$ cat src/rtl/alu.sv
// RV32I integer execute unit: decodes a one-hot instruction vector (lowest set
// bit wins) and registers one 32-bit result per clock.
module alu (
   input  logic        clk,
   input  logic        rst,
   input  logic [31:0] rs1,
   input  logic [31:0] rs2,
   input  logic [11:0] imm,
   input  logic [31:0] PC,
   input  logic [38:0] instructions,
   output logic [31:0] ALUoutput
);

   typedef enum logic [5:0] {
      OP_ADD,  OP_SUB,  OP_XOR,  OP_OR,   OP_AND,  OP_SLL,  OP_SRL,  OP_SRA,
      OP_SLT,  OP_SLTU, OP_ADDI, OP_XORI, OP_ORI,  OP_ANDI, OP_SLLI, OP_SRLI,
      OP_SRAI, OP_SLTI, OP_SLTIU,
      OP_LB,   OP_LH,   OP_LW,   OP_LBU,  OP_LHU,
      OP_SB,   OP_SH,   OP_SW,
      OP_BEQ,  OP_BNE,  OP_BLT,  OP_BGE,  OP_BLTU, OP_BGEU,
      OP_JAL,  OP_JALR, OP_LUI,  OP_AUIPC, OP_ECALL, OP_EBREAK,
      OP_NONE = 6'd63
   } op_e;

   op_e         op;
   logic [31:0] imm_sx;
   logic [31:0] upper_imm;
   logic [31:0] mem_addr;
   logic [31:0] link;
   logic [31:0] result;

   assign imm_sx    = {{20{imm[11]}}, imm};
   assign upper_imm = {imm, 20'h0};
   assign mem_addr  = rs1 + imm_sx;
   assign link      = PC + 32'd4;

   // Scan from the top down so the lowest set bit is the last one written.
   // NOTE: every variable assigned in always_comb gets a default first, so no
   // path through the block can leave it unassigned and infer a latch.
   always_comb begin
      op = OP_NONE;
      for (int i = 38; i >= 0; i--) begin
         if (instructions[i]) op = op_e'(6'(i));
      end
   end

   always_comb begin
      result = '0;
      case (op)
         OP_ADD:   result = rs1 + rs2;
         OP_SUB:   result = rs1 - rs2;
         OP_XOR:   result = rs1 ^ rs2;
         OP_OR:    result = rs1 | rs2;
         OP_AND:   result = rs1 & rs2;
         OP_SLL:   result = rs1 << rs2[4:0];
         OP_SRL:   result = rs1 >> rs2[4:0];
         OP_SRA:   result = $signed(rs1) >>> rs2[4:0];
         OP_SLT:   result = {31'd0, $signed(rs1) < $signed(rs2)};
         OP_SLTU:  result = {31'd0, rs1 < rs2};
         OP_ADDI:  result = mem_addr;
         OP_XORI:  result = rs1 ^ imm_sx;
         OP_ORI:   result = rs1 | imm_sx;
         OP_ANDI:  result = rs1 & imm_sx;
         OP_SLLI:  result = rs1 << imm[4:0];
         OP_SRLI:  result = rs1 >> imm[4:0];
         OP_SRAI:  result = $signed(rs1) >>> imm[4:0];
         OP_SLTI:  result = {31'd0, $signed(rs1) < $signed(imm_sx)};
         OP_SLTIU: result = {31'd0, rs1 < imm_sx};
         OP_LB, OP_LH, OP_LW, OP_LBU, OP_LHU,
         OP_SB, OP_SH, OP_SW:
                   result = mem_addr;
         OP_BEQ:   result = {31'd0, rs1 == rs2};
         OP_BNE:   result = {31'd0, rs1 != rs2};
         OP_BLT:   result = {31'd0, $signed(rs1) < $signed(rs2)};
         OP_BGE:   result = {31'd0, $signed(rs1) >= $signed(rs2)};
         OP_BLTU:  result = {31'd0, rs1 < rs2};
         OP_BGEU:  result = {31'd0, rs1 >= rs2};
         OP_JAL, OP_JALR:
                   result = link;
         OP_LUI:   result = upper_imm;
         OP_AUIPC: result = PC + upper_imm;
         default:  result = '0;
      endcase
   end

   // NOTE: sequential state uses non-blocking assignments so every register
   // samples its inputs at the same edge regardless of statement order.
   always_ff @(posedge clk or posedge rst) begin
      if (rst) ALUoutput <= '0;
      else     ALUoutput <= result;
   end

endmodule

$ cat config.mk
export PLATFORM = sky130hd
export DESIGN_NAME = alu
export DESIGN_NICKNAME = d
export VERILOG_FILES = /design/src/rtl/alu.sv
export SDC_FILE = /design/constraint.sdc
export NUM_CORES = 1
export LEC_CHECK = 0
export ABC_AREA = 1
export CELL_PAD_IN_SITES_DETAIL_PLACEMENT = 0
export CELL_PAD_IN_SITES_GLOBAL_PLACEMENT = 1
export CORE_ASPECT_RATIO = 0.8
export CORE_UTILIZATION = 39
export DETAILED_ROUTE_END_ITERATION = 8
export GPL_ROUTABILITY_DRIVEN = 1
export GPL_TIMING_DRIVEN = 0
export MAX_ROUTING_LAYER = met4
export PLACE_DENSITY = 0.93
export SLEW_MARGIN = 20
export SYNTH_ARGS = -nofsm -noshare
export SYNTH_HDL_FRONTEND = slang
export SYNTH_SLANG_ARGS = --single-unit
$ cat constraint.sdc
create_clock -name clk -period 1.05 [get_ports clk]
set_input_delay 0.1575 -clock clk [delete_from_list [all_inputs] [get_ports clk]]
set_output_delay 0.1575 -clock clk [all_outputs]
set_load 0.005 [all_outputs]
==> metrics.json, run 1 <==
{
  "timing.critical_path.slowest_stage_cell": {"value": "clkdlybuf4s50_1"},
  "area.growth.synth_to_final": {"value": 30.59, "unit": "%"},
  "routabilityCongestion": {"value": 1.175},
  "yosys.area.top_type_share": {"value": 0.2269},
  "timing.final.crit_share": {"value": 6.215},
  "boundaryPins": {"value": 181},
  "cts_made_buffers": {"value": 5},
  "cap_violations": {"value": 0},
  "power": {"value": 0.01437, "unit": "W"},
  "global_route_total_usage_across_every_layer": {"value": 0.4710},
  "route.detailed.wl_per_inst": {"value": 26.07, "unit": "µm"},
  "antenna_left": {"value": 0},
  "layout.cell_area.non_filler": {"value": 0.01976, "unit": "mm²"},
  "max_slew_violation_count": {"value": 0},
  "cts-root-buf": {"value": "clkbuf_16"},
  "starting_drt_drc_count": {"value": 3927},
  "top_register": {"value": "ALUoutput"},
  "fraction_of_layout_cells_with_a_size_suffix_above_1": {"value": 0.1626},
  "finalSetupViolations": {"value": 32},
  "yosysUniqueCellTypes": {"value": 59},
  "postCtsHoldBufs": {"value": 0},
  "design.core.area": {"value": 0.03820, "unit": "mm²"},
  "postRouteWirelength": {"value": 94900, "unit": "µm"},
  "grt_start_max_net_pins": {"value": 33},
  "synth.yosys.seq_area_share": {"value": 0.05293},
  "synthesis.yosys.warnings": {"value": 0},
  "grt_pass1_wl": {"value": 133300, "unit": "µm"},
  "p_leak": {"value": 9.754, "unit": "nW"},
  "rsz_0062_raised_after_global_routing": {"value": "yes"},
  "num_rows": {"value": 64},
  "detail_route.drc_violations": {"value": 0},
  "cts.htree.levels": {"value": 2},
  "synth_top_flop_cell": {"value": "dfrtp_1"},
  "ys_ff_latch": {"value": 32},
  "cp_data_required_time": {"value": 1.21, "unit": "ns"},
  "place_area": {"value": 0.01767, "unit": "mm²"},
  "io_buffer_count": {"value": 180},
  "top_cells_by_area_synth": {"value": "nand3_1, nand2_1, ha_1"},
  "floorplan.initialDensity": {"value": 0.3961},
  "pwr_density_cell": {"value": 727.5, "unit": "mW/mm²"},
  "die_width": {"value": 222.2, "unit": "µm"},
  "postSynthAreaPerCell": {"value": 5.247, "unit": "µm²"},
  "filler_cell_count": {"value": 4064},
  "syn_nets": {"value": 3144},
  "die_area": {"value": 0.03959, "unit": "mm²"},
  "synth_enable_flop_cells": {"value": 0},
  "max-clock-path-buffers": {"value": 2},
  "vdd_ir_drop_max": {"value": 0.6654, "unit": "mV"},
  "post_synth_instance_area": {"value": 0.01513, "unit": "mm²"},
  "maximum_operating_frequency": {"value": 153.2, "unit": "MHz"},
  "worst-endpoint-arrival": {"value": 6.69, "unit": "ns"},
  "cp_max_fo": {"value": 4},
  "period_needed": {"value": 6.526, "unit": "ns"},
  "clock_sink_count": {"value": 32},
  "max_slew.worst_pin.slew": {"value": 1.346, "unit": "ns"},
  "detailedPlace.worstSlack": {"value": -7.602, "unit": "ns"},
  "path_class": {"value": "primary input to flip-flop"},
  "setup_slack": {"value": -5.476, "unit": "ns"},
  "globalRoute.totalOverflow": {"value": 0},
  "max_stage_delay": {"value": 0.44, "unit": "ns"},
  "critical_path.endpoint_type": {"value": "flip-flop"},
  "grt_pass1_vias": {"value": 20456},
  "hold_ws": {"value": 0.3666, "unit": "ns"},
  "sum_of_negative_setup_slack": {"value": -145.52, "unit": "ns"},
  "tritoncts_clock_tree": {"value": "done"},
  "biggestRegsByFlops": {"value": "ALUoutput x32"},
  "outcome": {"value": "finished with violations"},
  "finalHoldViolations": {"value": 0},
  "violated_checks": {"value": "negative setup slack"},
  "max_slew_margin": {"value": 0.09993},
  "antenna_found_initial": {"value": 2},
  "drt_first_pass_iters": {"value": 8},
  "via_per_inst": {"value": 6.366},
  "timing.critical_path.from_type": {"value": "primary input"},
  "largest_register_ffs": {"value": 32},
  "half_perimeter_wire_length_of_the_detailed_placement_result": {"value": 74090, "unit": "µm"},
  "async_set_reset_flop_share_out_of_synthesis": {"value": 1.000},
  "post-synth-top-area-cell": {"value": "nand3_1"},
  "fp.dieH": {"value": 178.2, "unit": "µm"},
  "clkTransAtPathRegs": {"value": 0.05, "unit": "ns"},
  "route.vias.total": {"value": 23172},
  "postSynthCellCount": {"value": 2883},
  "min_path_type": {"value": "primary input to asynchronous set/reset pin"},
  "nets": {"value": 3403}
}
==> timing repair <==
action                                  in CTS  in global routing
pin swaps                                  156                158
gates resized for setup                    318                166
cloned                                       1                  0
setup buffers                               49                 36
endpoints found under the setup margin      96                 46
==> kinds of logic (layout without fill, tap and decap cells) <==
| group | Yosys count | after routing | synth area share |
|---|---|---|---|
| xor+xnor | 78 | 78 | 0.04516 |
| fa+ha+maj | 112 | 112 | 0.09412 |
| simple gates | 1839 | 1839 | 0.5411 |
| buf+inv | 431 | 691 | 0.1192 |
| other cells | 0 | 2 | 0 |
| compound gates | 391 | 391 | 0.1475 |
| flops | 32 | 32 | 0.05293 |
==> power by group <==
part	internal [W]	switching, W	total, W
clock network	0.00125	0.000479	0.00173
logic	0.00398	0.00711	0.0111
registers	0.00148	0.0000716	0.00156
==> layout by cell type (no fill, tap or decap), types with 12 or more instances in the layout <==
cell	Yosys	layout
inv_2	7	18
nand2_4	7	15
clkbuf_1	57	47
xnor2_1	29	22
buf_4	12	68
clkbuf_2	0	16
xor2_1	49	45
nand3_1	686	636
nor2_1	234	165
clkdlybuf4s15_1	0	30
dfrtp_1	32	32
nand4_1	43	43
o21ai_2	8	21
or2_2	16	13
ha_1	109	102
buf_6	7	21
nand2_1	783	731
nor2_4	1	28
a21oi_1	135	123
nor2_2	6	48
o21ai_1	11	18
buf_2	59	62
nand2_2	11	54
inv_1	277	260
o21ai_0	147	126
nor3_1	21	18
nand3_2	1	45
clkdlybuf4s50_1	0	117
o22ai_1	16	12
o211ai_1	24	24
==> worst max-delay path: cells and delay by family <==
kind | cells | cell delay, ns
adder cells (fa/ha/maj) | 2 | 0.52
AO/OA/AOI/OAI | 15 | 2.49
AND/OR/NAND/NOR | 22 | 2.34
buffers and inverters | 10 | 1.16
==> how the worst max path moves through the flow <==
stage / from / to / slack [ns] / depth (start not counted)
final: instructions[26] / ALUoutput[30]$_DFF_PP0_ / -5.48 / 49
after global routing: instructions[37] / ALUoutput[30]$_DFF_PP0_ / -5.87 / 77
after CTS: instructions[37] / ALUoutput[30]$_DFF_PP0_ / -5.41 / 78
after detailed placement: instructions[3] / ALUoutput[31]$_DFF_PP0_ / -7.60 / 46
after global placement: instructions[3] / ALUoutput[31]$_DFF_PP0_ / -7.64 / 46
after floorplan: instructions[37] / ALUoutput[30]$_DFF_PP0_ / -4.56 / 76
==> per-layer routing <==
metal | wire length [µm] | vias to the layer above | share of wire | track usage
met5 | 0 | - | 0 | -
met4 | 4990 | 0 | 0.053 | 0.1895
met3 | 17010 | 343 | 0.18 | 0.1978
met2 | 34850 | 1925 | 0.37 | 0.6142
met1 | 38050 | 10674 | 0.40 | 0.6244
li1 | - | 10230 | - | -
==> Yosys cell counts (4+ instances only) <==
cell type and n:
a21o_1 5, a21oi_1 135, a22oi_1 4, a31oi_1 4, buf_1 8, buf_2 59, buf_4 12, buf_6 7
clkbuf_1 57, dfrtp_1 32, ha_1 109, inv_1 277, inv_2 7, nand2_1 783, nand2_2 11, nand2_4 7
nand3_1 686, nand3b_1 7, nand4_1 43, nor2_1 234, nor2_2 6, nor3_1 21, nor4_1 9, o211ai_1 24
o21a_1 4, o21ai_0 147, o21ai_1 11, o21ai_2 8, o21bai_1 7, o22ai_1 16, o31ai_1 4, or2_2 16
xnor2_1 29, xor2_1 49
==> stage by stage <==
step / instances / util
6_report: 3640 / 0.5172
5_1_grt: 3639 / 0.5172
4_1_cts: 3615 / 0.4974
3_5_place_dp: 3558 / 0.4626
3_3_place_gp: 3558 / 0.4626
2_1_floorplan: 2883 / -
==> cell type report <==
class	count	area, µm²	share of cell area
multi-input combinational	2420	13850	0.7013
timing repair buffer	251	2361	0.1195
inverter	287	1114	0.05637
buffer	144	812.0	0.04110
sequential	32	800.8	0.04053
tap	495	619.3	0.03135
clock buffer	7	152.6	0.007726
clock inverter	1	30.03	0.001520
timing repair inverter	1	7.507	0.0003800
antenna	2	5.005	0.0002533
Power figures use the tool's default switching activity.
==> run 2, diff against run 1 <==
- clock period: 1.05 -> 7.2 ns (I/O delays scaled with it)
==> metrics.json, run 2 (synthesis results as in run 1) <==
{
  "max-clock-path-buffers": {"value": 2, "change": "unchanged"},
  "timing.critical_path.slowest_stage_cell": {"value": "clkdlybuf4s50_1", "change": "unchanged"},
  "grt_pass1_wl": {"value": 131200, "unit": "µm", "change": "was 133,300 µm"},
  "global_route_total_usage_across_every_layer": {"value": 0.4642, "change": "was 0.4710"},
  "starting_drt_drc_count": {"value": 3537, "change": "was 3,927"},
  "sum_of_negative_setup_slack": {"value": -1.447, "unit": "ns", "change": "was -145.52 ns"},
  "tritoncts_clock_tree": {"value": "done", "change": "unchanged"},
  "detail_route.drc_violations": {"value": 0, "change": "unchanged"},
  "pwr_density_cell": {"value": 106.3, "unit": "mW/mm²", "change": "was 727.5 mW/mm²"},
  "layout.cell_area.non_filler": {"value": 0.01870, "unit": "mm²", "change": "was 0.01976 mm²"},
  "routabilityCongestion": {"value": 1.132, "change": "was 1.175"},
  "worst-endpoint-arrival": {"value": 7.63, "unit": "ns", "change": "was 6.69 ns"},
  "p_leak": {"value": 9.266, "unit": "nW", "change": "was 9.754 nW"},
  "globalRouteMet2Util": {"value": 0.6224, "change": "was 0.6142"},
  "finalSetupViolations": {"value": 8, "change": "was 32"},
  "die_area": {"value": 0.03959, "unit": "mm²", "change": "unchanged"},
  "max_stage_delay": {"value": 0.44, "unit": "ns", "change": "about the same"},
  "via_per_inst": {"value": 6.223, "change": "was 6.366"},
  "io_buffer_count": {"value": 180, "change": "unchanged"},
  "largest_register_ffs": {"value": 32, "change": "unchanged"},
  "route.detailed.wl_per_inst": {"value": 25.62, "unit": "µm", "change": "was 26.07 µm"},
  "finalHoldViolations": {"value": 0, "change": "unchanged"},
  "cp_max_fo": {"value": 5, "change": "was 4"},
  "route.vias.total": {"value": 22451, "change": "was 23.17k"},
  "top_register": {"value": "ALUoutput", "change": "unchanged"},
  "cts_made_buffers": {"value": 5, "change": "unchanged"},
  "outcome": {"value": "finished with violations", "change": "unchanged"},
  "timing.final.crit_share": {"value": 1.038},
  "design.core.area": {"value": 0.03820, "unit": "mm²", "change": "unchanged"},
  "clkTransAtPathRegs": {"value": 0.05, "unit": "ns", "change": "about the same"},
  "max_slew_margin": {"value": 0.09879, "change": "was 0.09993"},
  "grt_start_max_net_pins": {"value": 33, "change": "unchanged"},
  "maximum_operating_frequency": {"value": 133.9, "unit": "MHz"},
  "area.growth.synth_to_final": {"value": 23.60, "unit": "%", "change": "was 30.59%"},
  "postRouteWirelength": {"value": 92430, "unit": "µm", "change": "was 94,900 µm"},
  "period_needed": {"value": 7.470, "unit": "ns"},
  "floorplan.initialDensity": {"value": 0.3961, "change": "unchanged"},
  "setup_slack": {"value": -0.2704, "unit": "ns", "change": "was -5.476 ns"},
  "path_class": {"value": "primary input to flip-flop", "change": "unchanged"},
  "grt-busiest-layer": {"value": "met1", "change": "unchanged"},
  "critical_path.endpoint_type": {"value": "flip-flop", "change": "unchanged"},
  "timing.critical_path.from_type": {"value": "primary input", "change": "unchanged"},
  "nets": {"value": 3370, "change": "was 3,403"},
  "global_route.usage.met1": {"value": 0.6238, "change": "was 0.6244"},
  "postCtsHoldBufs": {"value": 0, "change": "unchanged"},
  "half_perimeter_wire_length_of_the_detailed_placement_result": {"value": 73600, "unit": "µm", "change": "was 74,090 µm"},
  "max_slew.worst_pin.slew": {"value": 1.348, "unit": "ns", "change": "was 1.346 ns"},
  "boundaryPins": {"value": 181, "change": "unchanged"},
  "place_area": {"value": 0.01755, "unit": "mm²", "change": "was 0.01767 mm²"},
  "antenna_found_initial": {"value": 6, "change": "was 2"},
  "grt.met3_usage": {"value": 0.1517, "change": "was 0.1978"},
  "antenna_left": {"value": 0, "change": "unchanged"},
  "grt_pass1_vias": {"value": 20181, "change": "was 20.46k"},
  "clock_sink_count": {"value": 32, "change": "unchanged"},
  "fraction_of_layout_cells_with_a_size_suffix_above_1": {"value": 0.1042, "change": "was 0.1626"},
  "filler_cell_count": {"value": 4121, "change": "was 4,064"},
  "rsz_0062_raised_after_global_routing": {"value": "yes", "change": "unchanged"},
  "die_width": {"value": 222.2, "unit": "µm", "change": "unchanged"},
  "layout.cells.most_common": {"value": "nand2_1", "change": "unchanged"},
  "violated_checks": {"value": "negative setup slack", "change": "unchanged"},
  "cp.buffers_inverters": {"value": 11, "change": "was 10"},
  "globalRoute.totalOverflow": {"value": 0, "change": "unchanged"},
  "cts-root-buf": {"value": "clkbuf_16", "change": "unchanged"},
  "vdd_ir_drop_max": {"value": 0.09621, "unit": "mV", "change": "was 0.6654 mV"},
  "max_slew_violation_count": {"value": 0, "change": "unchanged"},
  "min_path_type": {"value": "primary input to asynchronous set/reset pin", "change": "unchanged"},
  "biggestRegsByFlops": {"value": "ALUoutput x32", "change": "unchanged"},
  "fp.dieH": {"value": 178.2, "unit": "µm", "change": "unchanged"},
  "cts.htree.levels": {"value": 2, "change": "unchanged"},
  "num_rows": {"value": 64, "change": "unchanged"},
  "final_cell_mix": {"value": "nand2_1, nand3_1, inv_1", "change": "unchanged"},
  "cp_data_required_time": {"value": 7.36, "unit": "ns", "change": "was 1.21 ns"},
  "detailedPlace.worstSlack": {"value": -3.264, "unit": "ns", "change": "was -7.602 ns"},
  "cap_violations": {"value": 0, "change": "unchanged"},
  "drt_first_pass_iters": {"value": 9, "change": "was 8"},
  "crit_path_max_delay_family": {"value": "simple AND/OR/NAND/NOR gates", "change": "was compound AO/OA/AOI/OAI gates"}
}
## run 2: cell count changes in the layout (fill, tap and decap cells not counted), moves of 25 or more
| cell | before | now |
|---|---|---|
| clkdlybuf4s50_1 | 117 | 168 |
| nor2_1 | 165 | 215 |
| nor2_2 | 48 | 17 |
| nand3_1 | 636 | 666 |
| clkdlybuf4s15_1 | 30 | 1 |
| nand2_1 | 731 | 760 |
| nand3_2 | 45 | 17 |
| nand2_2 | 54 | 29 |
## run 2: path summary, 6_finish.rpt
check | end | depth (start not counted) | from
setup / recovery | ALUoutput[20]$_DFF_PP0_ | 49 | instructions[27]
hold / removal | ALUoutput[11]$_DFF_PP0_ | 2 | rst
max in group asynchronous | ALUoutput[21]$_DFF_PP0_ | 2 | rst
min in group clk | ALUoutput[3]$_DFF_PP0_ | 7 | rs1[15]
## run 2: layer usage
layer	vias to the layer above	share of wire
met1	10390	0.41
met5	-	0
met3	249	0.16
li1	10152	-
met2	1660	0.38
met4	0	0.052
## run 2: what timing repair did
item	4_1_cts	5_1_grt
setup buffers	22	18
pin swaps	63	80
hold endpoints to repair	0	0
gates resized for setup	129	72
endpoints found under the setup margin	29	19
## run 2: power breakdown
part	total (W)	internal (W)	leakage [nW]	switching, W
logic	0.00150	0.000529	8.79	0.000975
clock network	0.000258	0.000182	0.0901	0.0000759
registers	0.000227	0.000216	0.384	0.0000107
total	0.00199	0.000927	9.27	0.00106
## run 2: final cells by class
type	instances	area [µm²]	share of cell area
timing repair buffer	219	2071	0.1107
inverter	287	1084	0.05795
antenna	3	7.507	0.0004015
tap	495	619.3	0.03312
multi-input combinational	2420	13150	0.7030
clock buffer	7	152.6	0.008163
buffer	144	789.5	0.04222
clock inverter	1	30.03	0.001606
sequential	32	800.8	0.04282
## run 2: stage by stage
stage / hold WS [ns] / util / instances / power [W]
global placement: 1.702 / 0.4594 / 3558 / 0.001545
finish: 1.229 / 0.4896 / 3608 / 0.001989
CTS: 1.470 / 0.4785 / 3588 / 0.001873
detailed placement: 1.757 / 0.4594 / 3558 / 0.001560
floorplan: 1.196 / - / 2883 / 0.0009822
global route: 1.286 / 0.4894 / 3606 / 0.002084
